==> src/rtl/store_buffer.sv <==
// Store buffer: formats SB/SH/SW requests into byte lanes, queues them in a
// DEPTH-entry FIFO and drains the head to data memory over a req/ack handshake.
module store_buffer #(
    parameter int ADDR_W = 32,
    parameter int DEPTH  = 4
) (
    input  logic                         clk,
    input  logic                         reset,
    input  logic                         st_valid,
    output logic                         st_ready,
    input  logic [ADDR_W-1:0]            st_addr,
    input  logic [31:0]                  st_data,
    input  logic [2:0]                   st_funct3,
    output logic                         mem_req,
    input  logic                         mem_ack,
    output logic [ADDR_W-1:0]            mem_addr,
    output logic [31:0]                  mem_wdata,
    output logic [3:0]                   mem_be,
    output logic                         misalign,
    output logic                         empty,
    output logic [$clog2(DEPTH+1)-1:0]   count
);

    localparam int PTR_W = $clog2(DEPTH);
    localparam int CNT_W = $clog2(DEPTH+1);
    localparam logic [CNT_W-1:0] DEPTH_C = CNT_W'(DEPTH);

    typedef enum logic {S_IDLE = 1'b0, S_PRESENT = 1'b1} state_e;

    typedef struct packed {
        logic [ADDR_W-1:0] addr;
        logic [31:0]       wdata;
        logic [3:0]        be;
    } entry_t;

    typedef struct packed {
        logic        ok;
        logic [3:0]  be;
        logic [31:0] wdata;
    } fmt_t;

    function automatic fmt_t format_store(input logic [2:0] funct3,
                                          input logic [1:0] a,
                                          input logic [31:0] d);
        fmt_t f;
        f.ok    = 1'b0;
        f.be    = 4'b0000;
        f.wdata = 32'h0000_0000;
        case (funct3)
            3'b000: begin
                f.ok    = 1'b1;
                f.be    = 4'b0001 << a;
                f.wdata = {4{d[7:0]}};
            end
            3'b001: begin
                f.ok    = ~a[0];
                f.be    = a[1] ? 4'b1100 : 4'b0011;
                f.wdata = {2{d[15:0]}};
            end
            3'b010: begin
                f.ok    = (a == 2'b00);
                f.be    = 4'b1111;
                f.wdata = d;
            end
            default: begin
                f.ok    = 1'b0;
                f.be    = 4'b0000;
                f.wdata = 32'h0000_0000;
            end
        endcase
        return f;
    endfunction

    entry_t               fifo_q [DEPTH];
    logic [PTR_W-1:0]     wr_ptr_q, wr_ptr_d, rd_ptr_q, rd_ptr_d, rd_next_s;
    logic [CNT_W-1:0]     count_q, count_d;
    logic                 st_ready_q, empty_q, misalign_q;
    state_e               state_q;
    logic                 mem_req_q;
    entry_t               head_q, head_next_s, push_entry_s;
    fmt_t                 fmt_s;
    logic                 hs_s, push_s, pop_s;

    assign fmt_s        = format_store(st_funct3, st_addr[1:0], st_data);
    assign push_entry_s = '{addr: {st_addr[ADDR_W-1:2], 2'b00}, wdata: fmt_s.wdata, be: fmt_s.be};
    assign hs_s         = st_valid && st_ready_q;
    assign push_s       = hs_s && fmt_s.ok;
    assign pop_s        = (state_q == S_PRESENT) && mem_ack;
    assign rd_next_s    = rd_ptr_q + PTR_W'(1);

    // Pointer and occupancy next-state.
    always_comb begin
        wr_ptr_d = wr_ptr_q;
        rd_ptr_d = rd_ptr_q;
        count_d  = count_q;
        if (push_s) begin
            wr_ptr_d = wr_ptr_q + PTR_W'(1);
        end else begin
            wr_ptr_d = wr_ptr_q;
        end
        if (pop_s) begin
            rd_ptr_d = rd_next_s;
        end else begin
            rd_ptr_d = rd_ptr_q;
        end
        case ({push_s, pop_s})
            2'b10:   count_d = count_q + CNT_W'(1);
            2'b01:   count_d = count_q - CNT_W'(1);
            default: count_d = count_q;
        endcase
    end

    // Next head after a pop: the pushed entry bypasses storage when it is the only one left.
    always_comb begin
        head_next_s = push_entry_s;
        if (count_q > CNT_W'(1)) begin
            head_next_s = fifo_q[rd_next_s];
        end else begin
            head_next_s = push_entry_s;
        end
    end

    // FIFO storage write port.
    always_ff @(posedge clk) begin
        if (push_s) begin
            fifo_q[wr_ptr_q] <= push_entry_s;
        end
    end

    // Pointers, occupancy and registered status flags.
    always_ff @(posedge clk) begin
        if (!reset) begin
            wr_ptr_q   <= '0;
            rd_ptr_q   <= '0;
            count_q    <= '0;
            st_ready_q <= 1'b1;
            empty_q    <= 1'b1;
            misalign_q <= 1'b0;
        end else begin
            wr_ptr_q   <= wr_ptr_d;
            rd_ptr_q   <= rd_ptr_d;
            count_q    <= count_d;
            st_ready_q <= (count_d < DEPTH_C);
            empty_q    <= (count_d == '0);
            misalign_q <= hs_s && !fmt_s.ok;
        end
    end

    // Drain FSM with registered memory-side outputs.
    always_ff @(posedge clk) begin
        if (!reset) begin
            state_q   <= S_IDLE;
            mem_req_q <= 1'b0;
            head_q    <= '0;
        end else begin
            case (state_q)
                S_IDLE: begin
                    if (count_q != '0) begin
                        state_q   <= S_PRESENT;
                        mem_req_q <= 1'b1;
                        head_q    <= fifo_q[rd_ptr_q];
                    end
                end
                S_PRESENT: begin
                    if (mem_ack) begin
                        if (count_d != '0) begin
                            head_q <= head_next_s;
                        end else begin
                            state_q   <= S_IDLE;
                            mem_req_q <= 1'b0;
                        end
                    end
                end
                default: begin
                    state_q   <= S_IDLE;
                    mem_req_q <= 1'b0;
                end
            endcase
        end
    end

    assign st_ready  = st_ready_q;
    assign mem_req   = mem_req_q;
    assign mem_addr  = head_q.addr;
    assign mem_wdata = head_q.wdata;
    assign mem_be    = head_q.be;
    assign misalign  = misalign_q;
    assign empty     = empty_q;
    assign count     = count_q;

endmodule

==> config.mk <==
export PLATFORM = sky130hd
export DESIGN_NAME = store_buffer
export DESIGN_NICKNAME = d
export VERILOG_FILES = /design/src/rtl/store_buffer.sv
export SDC_FILE = /design/constraint.sdc
export NUM_CORES = 1
export LEC_CHECK = 0
export CORE_ASPECT_RATIO = 2
export CORE_UTILIZATION = 30
export DETAILED_ROUTE_END_ITERATION = 10
export GPL_TIMING_DRIVEN = 1
export SYNTH_ARGS = -nofsm -noshare
export SYNTH_HDL_FRONTEND = slang
export SYNTH_SLANG_ARGS = --single-unit
==> constraint.sdc <==
create_clock -name clk -period 4.1 [get_ports clk]
set_input_delay 0.82 -clock clk [delete_from_list [all_inputs] [get_ports clk]]
set_output_delay 0.82 -clock clk [all_outputs]
set_load 0.01 [all_outputs]
# After elaboration in Yosys (flattened, before gate mapping)
# Memories as Yosys holds them, arrays and structs flattened. A register that Yosys moved wholly into a read port is not among the register bits.
# Index checks and enable logic that the tools add are counted.
# word_totals
in_bits	71
ff_bits	80
ram_bits	264
output_inout_bits	75
mem_count	1
word_cells	61
# classes
bitwise_logic	2
mux	20
eq_ne	8
shifts	1
n_addsub	4
n_reduce_logical	12
n_lt_le_gt_ge	2
# memory_table
memory	words	word_bits	rd	rd_clocked_by_memory_dff	write_ports	line	source
fifo_q	4	66	2	1	1	74	entry_t fifo_q [DEPTH];
# ops
cell	count
two-way mux 68 bit	4
case mux 68 bit (2 select lines)	1
case mux 37 bit (3 select lines)	1
two-way mux 1 bit	8
logical NOT 3 bit	2
!= test 2 bit (second input constant)	3
case mux 3 bit (2 select lines)	1
AND reduction 3 bit	2
nonzero test 3 bit	2
adder 2 x 1 -> 2 bit (second input constant)	2
logical AND 1 bit	4
two-way mux 2 bit	2
two-way mux 4 bit	1
case mux 1 bit (2 select lines)	2
<< shifter 1 x 2 -> 4 bit (first input constant)	1
adder 3 x 1 -> 3 bit (second input constant)	1
equality test 3 x 1 -> 1 bit (second input constant)	1
equality test 3 x 2 -> 1 bit (second input constant)	1
greater-than comparator 3 x 1 -> 1 bit (second input constant)	1
less-than comparator 3 bit (second input constant)	1
subtractor 3 x 1 -> 3 bit (second input constant)	1
equality test 2 x 1 -> 1 bit (second input constant)	1
equality test 2 bit (second input constant)	1
logical NOT 2 bit	1
other kinds (3)	4

# Depth between registers and ports, before layout
# depth
depth_word	9
depth_mapped	14
ltp_nobuf	10

# Worst setup path before layout
# OpenSTA, ideal clock, no wires.
# synth_timing
kind	in2reg
from	in st_funct3[0]
to	mem fifo_q[1][0] (netlist name) (enable)
setup_time_ns	0.431
t_required_ns	3.669
t_arrival_ns	3.361
slack_ns	0.308
n_path_buf	2
cell_stages	6
path_cell_list	buf_2 buf_6 nor2_1 a21oi_1 nor3_2 and2_1
# synth_between
elab_chain_len	5
word_cells_on_any_way	7
classes_between	eq/ne (2); mux (3); reduce/logical (2)
# synth_lines
item	line	source
start, declared	13	input logic [2:0] st_funct3,
equality test 3 x 2 -> 1 bit (tied with other cells)	49	case (funct3)
case mux 37 bit (3 select lines) *	49	
logical AND 1 bit *	87	assign push_s = hs_s && fmt_s.ok;
named net push_s	82	logic hs_s, push_s, pop_s;
two-way mux 1 bit *	125	if (push_s) begin
two-way mux 1 bit (not written as such) *	126	fifo_q[wr_ptr_q] <= push_entry_s;
end, declared	74	
# The timed path passes the listed nets; every way through them passes the cells marked *.

# Worst setup path in the final report
# layout_timing
from	in st_funct3[0]
to	reg head_q (netlist bit mem_addr[6])
# layout_between
elab_chain_len	8
word_cells_on_any_way	11
classes_between	eq/ne (5); mux (2); reduce/logical (4)
# layout_lines
item	line	source
equality test 3 x 2 -> 1 bit (tied with other cells)	49	
case mux 37 bit (3 select lines) *	49	
logical AND 1 bit *	87	
named net push_s	82	
equality test 2 x 1 -> 1 bit or equality test 2 bit (tied branches)	106	case ({push_s, pop_s})
case mux 3 bit (2 select lines) *	106	
nonzero test 3 bit *	166	if (count_d != '0) begin
!= test 2 x 1 -> 1 bit (no source line) *	--	
AND reduction 3 bit (no source line) *	--	
end signal, assigned	161	head_q <= fifo_q[rd_ptr_q];
end signal, assigned	167	head_q <= head_next_s;
end, declared	80	entry_t head_q, head_next_s, push_entry_s;
# Marks and branches as above.
# A chain may end at the register's enable or synchronous reset.

==> PnR_summary.wiki <==
{| class="wikitable"
! Metric !! Value
|-
| Result of the run || finished, violations left
|-
| Failing checks || DRC
|-
| Total Routing Usage GR || 0.171
|-
| Hold bufs inserted after CTS || 0
|-
| Per-cell routed wire length || 24.3 um
|-
| Number of detailed-route iterations in the first pass || 8
|-
| Sum of negative setup slack || 0 ns
|-
| Die Y-Extent || around 330 um
|-
| Hold path start || mem_addr[8]
|-
| First element of the critical path || st_funct3[0]
|-
| Final setup violation count || 0
|-
| Combined flip-flop and latch cell area || roughly 0.0095 sq mm
|-
| Maximum fanout along the worst path || 19
|-
| Fmax || 294 MHz
|-
| Final hold violation count || 0
|-
| Classification of the worst-slack hold path || register to register
|-
| Antenna violations before repair || 1
|-
| Switching power as a share of total power || 0.234
|-
| Worst Setup Path Type || primary input to register
|-
| Kind of end point of the critical path || register
|-
| TritonCTS sink count || 344
|-
| Synth Cell Area || 0.0162 sq mm
|-
| Number of flops mapped to enable cells by yosys || 264
|-
| Number of inserted filler cells in the final layout || ~5.1k
|-
| Synthesis-stage register bit count || 344
|-
| Area of the core region || between 0.05 and 0.06 sq mm
|-
| Cell depth of the worst hold path || 2
|-
| Crit Reg-Reg Startpoint || count[1]
|-
| I/O pin count || approximately 150
|-
| Combined area of the multi-input logic cells || between 0.006 and 0.007 sq mm
|-
| Int Pwr || 6.39 mW
|-
| HPWL after DPL || ~30000 um
|-
| Synth Warn # || 0
|-
| Die X-Extent || 166 um
|-
| Slew of the pin with the lowest slew margin || 0.974 ns
|-
| Tightest hold margin || 0.458 ns
|-
| Clock share of power || 0.415
|-
| Number of cells in the finished layout apart from fillers || 1914
|-
| Cell total after placement || 1850
|-
| DRC violation total after the first TritonRoute iteration || 648
|-
| Number of remaining DRC errors || 16
|-
| Final layout net count || approximately 1.3k
|-
| Number of gates resized after cts || 0
|-
| Startpoint kind of the worst setup timing path || primary input
|-
| P_sw || 1.96 mW
|-
| CTS tree || done
|-
| Ratio of final minimum period to clock period || 0.831
|-
| Library cells used by synthesis || 47
|-
| Worst clock skew || 0.0262 ns
|-
| Sum of overflow across all layers after global routing || 0
|-
| Number of buffers between clock root and the deepest sink || 3
|-
| Max Cap Violations || 0
|-
| H-tree Lvls || 2
|-
| Ys async rst share || 0
|-
| Leak pwr || around 6.6 nW
|-
| Final Critical Period || roughly 3.4 ns
|-
| Worst Path Arrival || 3.86 ns
|-
| Final Power || roughly 8.3 mW
|-
| Post-CTS setup-driven buffer insertion count || 0
|-
| Top FF cell, synth || edfxtp_1
|-
| Combinational power share || 0.116
|-
| Pin count of the biggest net entering global routing || 84
|-
| Data required time at the worst endpoint || ~4.6 ns
|-
| Ratio of cells with drive above 1 in the final layout || 0.230
|-
| Library cell used as clock root buffer || clkbuf_16
|-
| Effective utilization at floorplan || 0.303
|-
| Layout-stage area growth over the synthesis result || 21.8%
|-
| Cell depth of the worst flop-to-flop path || 8
|-
| Worst rel slew slack || 0.350
|-
| Total length of routed wires || 46500 um
|-
| Clock Pin Slew Worst Setup and Hold Paths || ~0.060 ns
|-
| Detailed-route via count || between 10k and 15k
|-
| Global-route wire length before repair || 69700 um
|-
| Number of buffers inserted during clock tree synthesis || 35
|-
| Part of the Yosys area used for sequential elements || 0.589
|-
| Unrepaired setup endpoints after global routing || false
|-
| Count of mapped cells out of synthesis || 1084
|-
| Average instance area after synthesis || 14.9 sq um
|-
| Worst-case vdd ir drop || 259 uV
|-
| Final slew viol count || 0
|-
| Buffers on Ports || between 100 and 150
|-
| Die area || 0.0549 sq mm
|-
| Ratio of total power to cell area || 424 mW/mm^2
|-
| Portion of total power attributed to sequential cells || 0.469
|-
| Standard-cell row count || 120
|-
| Vias per cell || between 5 and 6
|-
| Final Wtd Congestion || a little over 0.8
|-
| Number of global-route vias before repair || 11.0k
|-
| Post-DRT Antenna Nets || 0
|-
| Worst-Skew Late Latency || 0.53 ns
|}
worst paths after layout:
kind / endpoint / slack [ns]
min reg2reg: mem_addr[8] / 0.46
max reg2reg: mem_addr[27] / 1.34
min: mem_addr[8] / 0.46
max: mem_addr[6] / 0.69
logic make-up (layout without fill, tap and decap cells):
family	after synthesis	in the layout	share of synthesized area
AO/OA/AOI/OAI	177	177	0.0795
XOR/XNOR	4	4	0.00217
adder cells (fa/ha/maj)	10	10	0.00774
buffers and inverters	113	269	0.0334
flip-flops	344	344	0.589
multiplexers	208	208	0.231
other	1	4	0.000232
AND/OR/NAND/NOR	227	227	0.0562
synthesized netlist by cell type, types with 3 or more instances:
cell type	number	area [sq um]
ha_1	10	125
o21ai_1	4	20.0
a22oi_1	3	22.5
inv_1	23	86.3
o211ai_1	17	128
buf_1	3	11.3
edfxtp_1	264	7930
nand2_1	155	582
mux2i_1	69	691
dfxtp_1	80	1600
a32o_1	20	200
xor2_1	3	26.3
mux4_2	132	2970
mux2_2	7	78.8
and2_1	4	25.0
a31o_2	37	324
nand2b_1	3	18.8
buf_6	6	67.6
o21ai_0	54	270
nor2b_1	3	18.8
o221ai_1	19	166
a21oi_1	11	55.1
buf_2	27	135
clkbuf_1	42	158
nor2_1	53	199
buf_4	10	75.1
routing by layer:
| metal | part of all wire | wire (um) | GRT usage |
|---|---|---|---|
| met5 | 0.00037 | 17 | 0 |
| met4 | 0.033 | 1560 | 0.0685 |
| met3 | 0.050 | 2340 | 0.0221 |
| met2 | 0.56 | 26000 | 0.335 |
| met1 | 0.36 | 16700 | 0.183 |
placed cells by master, fill, tap and decap left out, types with 31 or more instances in the layout:
cell type,Yosys,final
nor2_1,53,53
clkdlybuf4s50_1,0,142
clkbuf_16,0,39
buf_4,10,31
dfxtp_1,80,75
nand2_1,155,155
mux2i_1,69,69
mux4_2,132,132
edfxtp_1,264,264
a31o_2,37,37
o21ai_0,54,54
registers in the layout, summed over array words and instances (netlist names), named ones only:
| register | flops |
|---|---|
| fifo_q | 264 |
| mem_wdata | 32 |
| mem_addr | 30 |
| mem_be | 4 |
| count | 3 |
| rd_ptr_q | 2 |
| wr_ptr_q | 2 |
| empty | 1 |
| mem_req | 1 |
| misalign | 1 |
| st_ready | 1 |
| state_q | 1 |
power by group through the flow:
| stage | logic [mW] | registers, mW | clock network, mW |
|---|---|---|---|
| detailed placement | 0.982 | 3.99 | 0 |
| global route | 1.05 | 3.92 | 3.64 |
| finish | 0.968 | 3.91 | 3.46 |
| CTS | 0.986 | 3.92 | 3.54 |
| global placement | 0.966 | 3.99 | 0 |
| floorplan | 0.579 | 3.97 | 0 |
area by class of cell:
cell class	instances	area share
Tap cell	671	0.0426
Timing Repair Buffer	182	0.0932
Inverter	25	0.00477
Multi-Input combinational cell	628	0.311
Clock inverter	12	0.00979
Antenna cell	2	0.000254
Clock buffer	50	0.0532
Sequential cell	344	0.485
worst max-delay path: stages:
cell	delay, ns
clkdlybuf4s50_1	0.52
buf_4	0.16
nor2_1	0.05
a21oi_1	0.45
nor3_2	0.14
inv_1	0.09
ha_1	0.31
nand4bb_1	0.25
o21ai_1	0.18
o21ai_1	0.13
o21ai_4	0.17
buf_12	0.16
buf_12	0.19
mux2i_1	0.20
metrics by stage:
| stage | setup slack, ns | util | area, sq um |
|---|---|---|---|
| finish | 0.694 | 0.368 | 19700 |
| floorplan | 0.308 | - | 16200 |
| global placement | 0.267 | 0.345 | 18400 |
| CTS | 0.730 | 0.368 | 19700 |
| detailed placement | 0.205 | 0.345 | 18400 |
| global route | 0.452 | 0.368 | 19700 |
(Power assumes the default switching activity.)
